[src/rtl/fetch_unit_pkg.sv]
// Shared types for the instruction fetch path: queue entry layout and IF stage register.
package fetch_unit_pkg;

    localparam int unsigned XLEN = 32;

    typedef struct packed {
        logic [XLEN-1:0] pc;
        logic [XLEN-1:0] pc_next;
        logic [XLEN-1:0] inst;
    } fetch_entry_t;

    // The IF stage register carries exactly what a queue entry holds.
    typedef fetch_entry_t if_stage_reg_t;

    function automatic logic [XLEN-1:0] pc_inc(input logic [XLEN-1:0] pc);
        return pc + XLEN'(4);
    endfunction

endpackage

[src/rtl/fetch_unit_if.sv]
// Fetch unit bus bundle: redirect input, instruction memory port and decode handshake.
interface fetch_unit_if;
    import fetch_unit_pkg::*;

    logic            i_redirect;
    logic [XLEN-1:0] i_redirect_pc;
    logic [XLEN-1:0] imem_addr;
    logic [3:0]      imem_rmask;
    logic [XLEN-1:0] imem_rdata;
    logic            imem_resp;
    logic            o_valid;
    logic            i_ready;
    logic [XLEN-1:0] o_inst;
    logic [XLEN-1:0] o_pc;
    logic [XLEN-1:0] o_pc_next;

    modport master (
        input  i_redirect, i_redirect_pc, imem_rdata, imem_resp, i_ready,
        output imem_addr, imem_rmask, o_valid, o_inst, o_pc, o_pc_next
    );

    modport slave (
        output i_redirect, i_redirect_pc, imem_rdata, imem_resp, i_ready,
        input  imem_addr, imem_rmask, o_valid, o_inst, o_pc, o_pc_next
    );

endinterface

[src/rtl/fetch_unit_queue.sv]
// DEPTH-entry FIFO of fetch entries with flush; head is read straight from registered storage.
module fetch_queue
    import fetch_unit_pkg::*;
#(
    parameter int unsigned DEPTH = 4
) (
    input  logic                         clk,
    input  logic                         rst,
    input  logic                         push_i,
    input  fetch_entry_t                 push_data_i,
    input  logic                         pop_i,
    input  logic                         flush_i,
    output logic [$clog2(DEPTH+1)-1:0]   count_o,
    output fetch_entry_t                 head_o
);

    localparam int unsigned CW = $clog2(DEPTH + 1);
    localparam int unsigned PW = $clog2(DEPTH);

    fetch_entry_t  mem_q [DEPTH];
    logic [PW-1:0] head_q, head_d;
    logic [PW-1:0] tail_q, tail_d;
    logic [CW-1:0] count_q, count_d;
    logic          do_push_c, do_pop_c;

    // Pointer and occupancy update; flush wins over push/pop.
    always_comb begin
        do_push_c = push_i && !flush_i;
        do_pop_c  = pop_i && (count_q != '0) && !flush_i;
        head_d    = head_q;
        tail_d    = tail_q;
        count_d   = count_q;
        if (flush_i) begin
            head_d  = tail_q;
            count_d = '0;
        end else begin
            if (do_push_c) tail_d = tail_q + PW'(1);
            if (do_pop_c)  head_d = head_q + PW'(1);
            count_d = count_q + CW'(do_push_c) - CW'(do_pop_c);
        end
    end

    always_ff @(posedge clk) begin
        if (rst) begin
            head_q  <= '0;
            tail_q  <= '0;
            count_q <= '0;
        end else begin
            head_q  <= head_d;
            tail_q  <= tail_d;
            count_q <= count_d;
        end
    end

    always_ff @(posedge clk) begin
        if (do_push_c) mem_q[tail_q] <= push_data_i;
    end

    assign count_o = count_q;
    assign head_o  = mem_q[head_q];

endmodule

[src/rtl/fetch_unit.sv]
// Request-pipelined instruction fetcher: issues up to DEPTH credits, queues responses, drops stale ones after redirect.
module fetch_unit
    import fetch_unit_pkg::*;
#(
    parameter logic [31:0] RESET_PC = 32'h6000_0000,
    parameter int unsigned DEPTH    = 4
) (
    input  logic          clk,
    input  logic          rst,
    fetch_unit_if.master  bus
);

    localparam int unsigned CW = $clog2(DEPTH + 1);
    localparam int unsigned SW = CW + 1;

    logic [XLEN-1:0] pc_q, pc_d;
    logic [XLEN-1:0] resp_pc_q, resp_pc_d;
    logic [CW-1:0]   inflight_q, inflight_d;
    logic [CW-1:0]   drop_q, drop_d;
    logic [CW-1:0]   count_w;
    logic [SW-1:0]   credit_c;
    logic            issue_c;
    logic            enq_c;
    logic            pop_c;
    fetch_entry_t    enq_entry_c;
    fetch_entry_t    head_w;

    // Issue/credit logic and the PC / drop bookkeeping; redirect overrides everything except rst.
    always_comb begin
        credit_c    = SW'(count_w) + SW'(inflight_q);
        issue_c     = !rst && !bus.i_redirect && (credit_c < SW'(DEPTH));
        enq_c       = bus.imem_resp && (drop_q == '0) && !bus.i_redirect;
        pop_c       = bus.i_ready && (count_w != '0);
        inflight_d  = inflight_q + CW'(issue_c) - CW'(bus.imem_resp);
        enq_entry_c = '{pc: resp_pc_q, pc_next: pc_inc(resp_pc_q), inst: bus.imem_rdata};
        pc_d        = pc_q;
        resp_pc_d   = resp_pc_q;
        drop_d      = drop_q;
        if (bus.i_redirect) begin
            pc_d      = bus.i_redirect_pc;
            resp_pc_d = bus.i_redirect_pc;
            drop_d    = inflight_d;
        end else begin
            if (issue_c) pc_d = pc_inc(pc_q);
            if (enq_c)   resp_pc_d = pc_inc(resp_pc_q);
            if (bus.imem_resp && (drop_q != '0)) drop_d = drop_q - CW'(1);
        end
    end

    always_ff @(posedge clk) begin
        if (rst) begin
            pc_q       <= RESET_PC;
            resp_pc_q  <= RESET_PC;
            inflight_q <= '0;
            drop_q     <= '0;
        end else begin
            pc_q       <= pc_d;
            resp_pc_q  <= resp_pc_d;
            inflight_q <= inflight_d;
            drop_q     <= drop_d;
        end
    end

    fetch_queue #(.DEPTH(DEPTH)) u_queue (
        .clk         (clk),
        .rst         (rst),
        .push_i      (enq_c),
        .push_data_i (enq_entry_c),
        .pop_i       (pop_c),
        .flush_i     (bus.i_redirect),
        .count_o     (count_w),
        .head_o      (head_w)
    );

    assign bus.imem_addr  = pc_q;
    assign bus.imem_rmask = issue_c ? 4'hF : 4'h0;
    assign bus.o_valid    = (count_w != '0);
    assign bus.o_inst     = head_w.inst;
    assign bus.o_pc       = head_w.pc;
    assign bus.o_pc_next  = head_w.pc_next;

endmodule

[src/flat_wrapper.sv]
// flat-port wrapper written by rule: the top's interface ports become plain ports
module fetch_unit_flat import fetch_unit_pkg::*;
#(
    parameter logic [31:0] RESET_PC = 32'h6000_0000,
    parameter int unsigned DEPTH    = 4
)
  (clk, rst, bus_i_redirect, bus_i_redirect_pc, bus_imem_rdata, bus_imem_resp, bus_i_ready, bus_imem_addr, bus_imem_rmask, bus_o_valid, bus_o_inst, bus_o_pc, bus_o_pc_next);
  fetch_unit_if bus_i ();
  input  logic clk;
  input  logic rst;
  input wire logic [$bits(bus_i.i_redirect)-1:0] bus_i_redirect;
  input wire logic [$bits(bus_i.i_redirect_pc)-1:0] bus_i_redirect_pc;
  input wire logic [$bits(bus_i.imem_rdata)-1:0] bus_imem_rdata;
  input wire logic [$bits(bus_i.imem_resp)-1:0] bus_imem_resp;
  input wire logic [$bits(bus_i.i_ready)-1:0] bus_i_ready;
  output wire logic [$bits(bus_i.imem_addr)-1:0] bus_imem_addr;
  output wire logic [$bits(bus_i.imem_rmask)-1:0] bus_imem_rmask;
  output wire logic [$bits(bus_i.o_valid)-1:0] bus_o_valid;
  output wire logic [$bits(bus_i.o_inst)-1:0] bus_o_inst;
  output wire logic [$bits(bus_i.o_pc)-1:0] bus_o_pc;
  output wire logic [$bits(bus_i.o_pc_next)-1:0] bus_o_pc_next;
  assign bus_i.i_redirect = bus_i_redirect;
  assign bus_i.i_redirect_pc = bus_i_redirect_pc;
  assign bus_i.imem_rdata = bus_imem_rdata;
  assign bus_i.imem_resp = bus_imem_resp;
  assign bus_i.i_ready = bus_i_ready;
  assign bus_imem_addr = bus_i.imem_addr;
  assign bus_imem_rmask = bus_i.imem_rmask;
  assign bus_o_valid = bus_i.o_valid;
  assign bus_o_inst = bus_i.o_inst;
  assign bus_o_pc = bus_i.o_pc;
  assign bus_o_pc_next = bus_i.o_pc_next;
  fetch_unit #(.RESET_PC(RESET_PC), .DEPTH(DEPTH)) u_core (.clk(clk), .rst(rst), .bus(bus_i));
endmodule
[config.mk]
export PLATFORM = sky130hd
export DESIGN_NAME = fetch_unit_flat
export DESIGN_NICKNAME = d
export VERILOG_FILES = /design/src/rtl/fetch_unit_pkg.sv /design/src/rtl/fetch_unit_if.sv /design/src/rtl/fetch_unit_queue.sv /design/src/rtl/fetch_unit.sv /design/src/flat_wrapper.sv
export SDC_FILE = /design/constraint.sdc
export NUM_CORES = 1
export LEC_CHECK = 0
export BUFFER_PORTS_ARGS = -buffer_cell sky130_fd_sc_hd__buf_2
export CORE_MARGIN = 3
export CORE_UTILIZATION = 55
export CTS_CLUSTER_SIZE = 8
export DETAILED_ROUTE_END_ITERATION = 16
export GPL_ROUTABILITY_DRIVEN = 0
export PLACE_DENSITY = 0.72
export REMOVE_ABC_BUFFERS = 1
export SETUP_SLACK_MARGIN = 0.1
export SYNTH_ARGS = -nofsm -noshare
export SYNTH_HDL_FRONTEND = slang
export SYNTH_SLANG_ARGS = --single-unit
[constraint.sdc]
create_clock -name clk -period 11.75 [get_ports clk]
set_clock_uncertainty 0.05 [all_clocks]
set_input_delay 1.7625 -clock clk [delete_from_list [all_inputs] [get_ports clk]]
set_output_delay 1.7625 -clock clk [all_outputs]
set_load 0.03 [all_outputs]
==> metrics.md <==
| Metric | Value |
|---|---|
| Initial antenna violation count | 3 |
| Cell Rows | 66 |
| CTS buffer count | 66 |
| PD cells | 191 mW/mm^2 |
| DIE AREA | 0.0356 sq mm |
| Sequential-to-total area share from yosys stat | 70.2% |
| Final setup violation count | 0 |
| Area of the mapped netlist | 0.0183 sq mm |
| Drt initial violations | 859 |
| Post-CTS setup buffer count | 0 |
| Clk Latency, worst-skew pair | 0.55 ns |
| Worst-path clk slew | 0.05 ns |
| Crit Path Max Fanout | 49 |
| Vias in the first global route | 10644 |
| Final Hold Viols | 0 |
| Ys flop type | edfxtp_1 |
| DRT antenna net count | 0 |
| Async set or reset register ratio after synthesis | 0% |
| Area occupied by multi-input gates | 0.00503 sq mm |
| # DRC | 0 |
| Peak supply drop | 0.0000951 V |
| Clk buf depth | 3 |
| WP data arrival | 3.31 ns |
| Syn Inst Count | 1082 |
| First-pass GRT wire length | 61500 um |
| Core area | 0.0327 sq mm |
| CP Launch Type | register |
| Max-cap violations | 0 |
| Vias per cell | 5.76 |
| Mapped Avg Cell Area | 17.0 sq um |
| Crit end category | output pin |
| WL final | 39000 um |
| Share of cells above drive strength 1 | 30.3% |
| Yosys warning count | 0 |
| Period utilization | 43.6% |
| CP peak stage delay | 1.03 ns |
| Fin crit period | 5.12 ns |
| WP data required | 9.94 ns |
| Area growth syn-to-layout | 17.9% |
| CTS tree | built |
| Status | finished clean |
| Via count | 10251 |
| Final Util | 66.2% |
| CP max-delay cell | dfxtp_4 |
| Slew Limit Fails | 0 |
| Post-CTS Resized | 0 |
| # fillers | 2332 |
| Crit Path Class | register to output pin |
| #FFs+latches synth | 455 |
| FF+latch area | 0.0129 sq mm |
| Wire per inst | 21.9 um |
| Worst Path Buf+Inv | 2 |
| Root buf cell | clkbuf_16 |
| Chip width | 189 um |
| Net count, final | 1386 |
| Die Y | 189 um |
| RSZ-0062 raised after global routing | no |
| Dpl ws | 6.59 ns |
| Hold WC Path Type | register to register |
| Final TNS setup | 0 ns |
| Delay-heaviest family, CP | buffers and inverters |
| Final worst slack | 6.63 ns |
| Post-synth EDFFs | 376 |
| Yosys cell types | 55 |
| H-tree Lvls | 3 |
| Initial Util | 56.1% |
| Max Fclk | 0.195 GHz |
| GRT Residual Overflow | 0 |
| Non-Filler Instances | 1781 |
| DRT met1 WL | 16600 um |
| Port buffer count | 201 |
| Drt pass-1 iters | 6 |
| Worst slew margin | 25.0% |
| All-layer global routing usage | 22.3% |
| CTS Hold Buffers Added | 0 |
| Placed insts | 1675 |
| Critical path cell sequence | buf_4 > mux4_2 > buf_2 |
| DR top layer | met4 |
| Met2 routed WL | 18800 um |
| Number of I/O pins | 202 |
| Clock tree sinks | 455 |
| Largest net degree at the start of global routing | 74 |
| Post-DP HPWL | 24000 um |
| Pleak | 7.44 nW |
| Worst-Margin Slew | 1.12 ns |
| Met3 Routed Length | 2710 um |
[cells in the mapped netlist (all sizes together) (2+ instances only)]
| cell | count | area, sq um |
|---|---|---|
| a21boi | 41 | 308 |
| nor4b | 2 | 17.5 |
| buf | 30 | 174 |
| mux4 | 94 | 2120 |
| and4 | 3 | 26.3 |
| o31a | 5 | 43.8 |
| a21oi | 38 | 190 |
| and3 | 11 | 70.1 |
| o21a | 7 | 52.6 |
| nand4 | 26 | 169 |
| a22o | 2 | 17.5 |
| nor4 | 13 | 136 |
| ha | 14 | 175 |
| nand3 | 40 | 205 |
| nand2 | 47 | 176 |
| dfxtp | 79 | 1580 |
| nor2b | 3 | 18.8 |
| clkbuf | 31 | 120 |
| or2 | 3 | 18.8 |
| mux2 | 2 | 22.5 |
| inv | 44 | 165 |
| xnor2 | 51 | 447 |
| edfxtp | 376 | 11300 |
| fa | 2 | 40.0 |
| a211oi | 3 | 22.5 |
| nor3 | 19 | 115 |
| a31oi | 3 | 18.8 |
| o211ai | 2 | 15.0 |
| xor2 | 34 | 298 |
| and2 | 4 | 25.0 |
| nor2 | 37 | 139 |
| o21bai | 4 | 30.0 |
| or3 | 3 | 23.8 |
[registers in the layout, indices dropped and copies added (netlist names), named ones only]
name                    flops
u_core.u_queue.tail_q       2
u_core.u_queue.mem_q      376
u_core.drop_q               3
u_core.resp_pc_q           32
u_core.u_queue.count_o      3
u_core.u_queue.head_q       2
u_core.bus.imem_addr       32
u_core.inflight_q           3
[metal layers]
metal	up-vias	track usage (%)
met2	399	35.0
met4	0	8.51
met1	5153	31.4
met3	66	4.47
li1	4633	-
met5	-	0
[final timing paths]
path,from,end,slack (ns),depth (start not counted)
max reg2reg,u_core.drop_q[0],u_core.u_queue.mem_q[2][73],8.36,5
min,u_core.bus.imem_addr[1],u_core.bus.imem_addr[1],0.41,2
min reg2reg,u_core.bus.imem_addr[1],u_core.bus.imem_addr[1],0.41,2
max,register,bus_o_inst[12],6.63,3
[worst min-delay path: stages, from the launching register on]
cell and delay, ns:
dfxtp_1 0.31, nand2_1 0.05, a21oi_1 0.05
[where the power goes]
part           switching (mW)  total (mW)  internal (mW)
logic                   0.324       0.502          0.178
clock network           0.658        1.71           1.05
registers              0.0640        1.91           1.85
[placed cells by master, fill, tap and decap left out, types with 4 or more instances in the layout]
cell and count:
nor3_2 4, buf_2 201, clkbuf_1 30, a21boi_0 31
nor3_1 15, buf_4 11, inv_1 43, nand4_1 25
o31a_1 5, edfxtp_1 376, nor4_2 4, o21a_1 7
and3_4 4, clkbuf_16 67, nor4_1 7, nand3_1 39
xor2_1 34, nand2_1 47, nor2_1 37, and2_1 4
dfxtp_1 77, and3_1 6, xnor2_1 51, a21boi_1 10
ha_1 14, mux4_2 94, a21oi_1 38, o21bai_1 4
[through the flow]
stage / power (mW) / hold WS, ns / cell area (sq um)
5_1_grt: 4.28 / 0.421 / 21600
3_5_place_dp: 2.45 / 0.398 / 19700
6_report: 4.13 / 0.409 / 21600
3_3_place_gp: 2.44 / 0.403 / 19700
2_1_floorplan: 2.28 / 0.408 / 18100
4_1_cts: 4.17 / 0.408 / 21600
[cell type report]
class                           count  share of cell area [%]
Inverter                           44                   0.763
Antenna cell                        3                  0.0347
Clock buffer                       97                    8.27
Clock inverter                      6                   0.544
Multi-Input combinational cell    522                    23.3
Tap cell                          442                    2.56
Timing Repair Buffer              212                    5.03
Sequential cell                   455                    59.5
[logic make-up after synthesis]
group,synth area share [%]
flops,70.2
simple gates,6.47
buf+inv,2.50
mux,11.7
xor+xnor,4.06
fa+ha+maj,1.17
compound gates,3.97
Power figures use the tool's default switching activity.
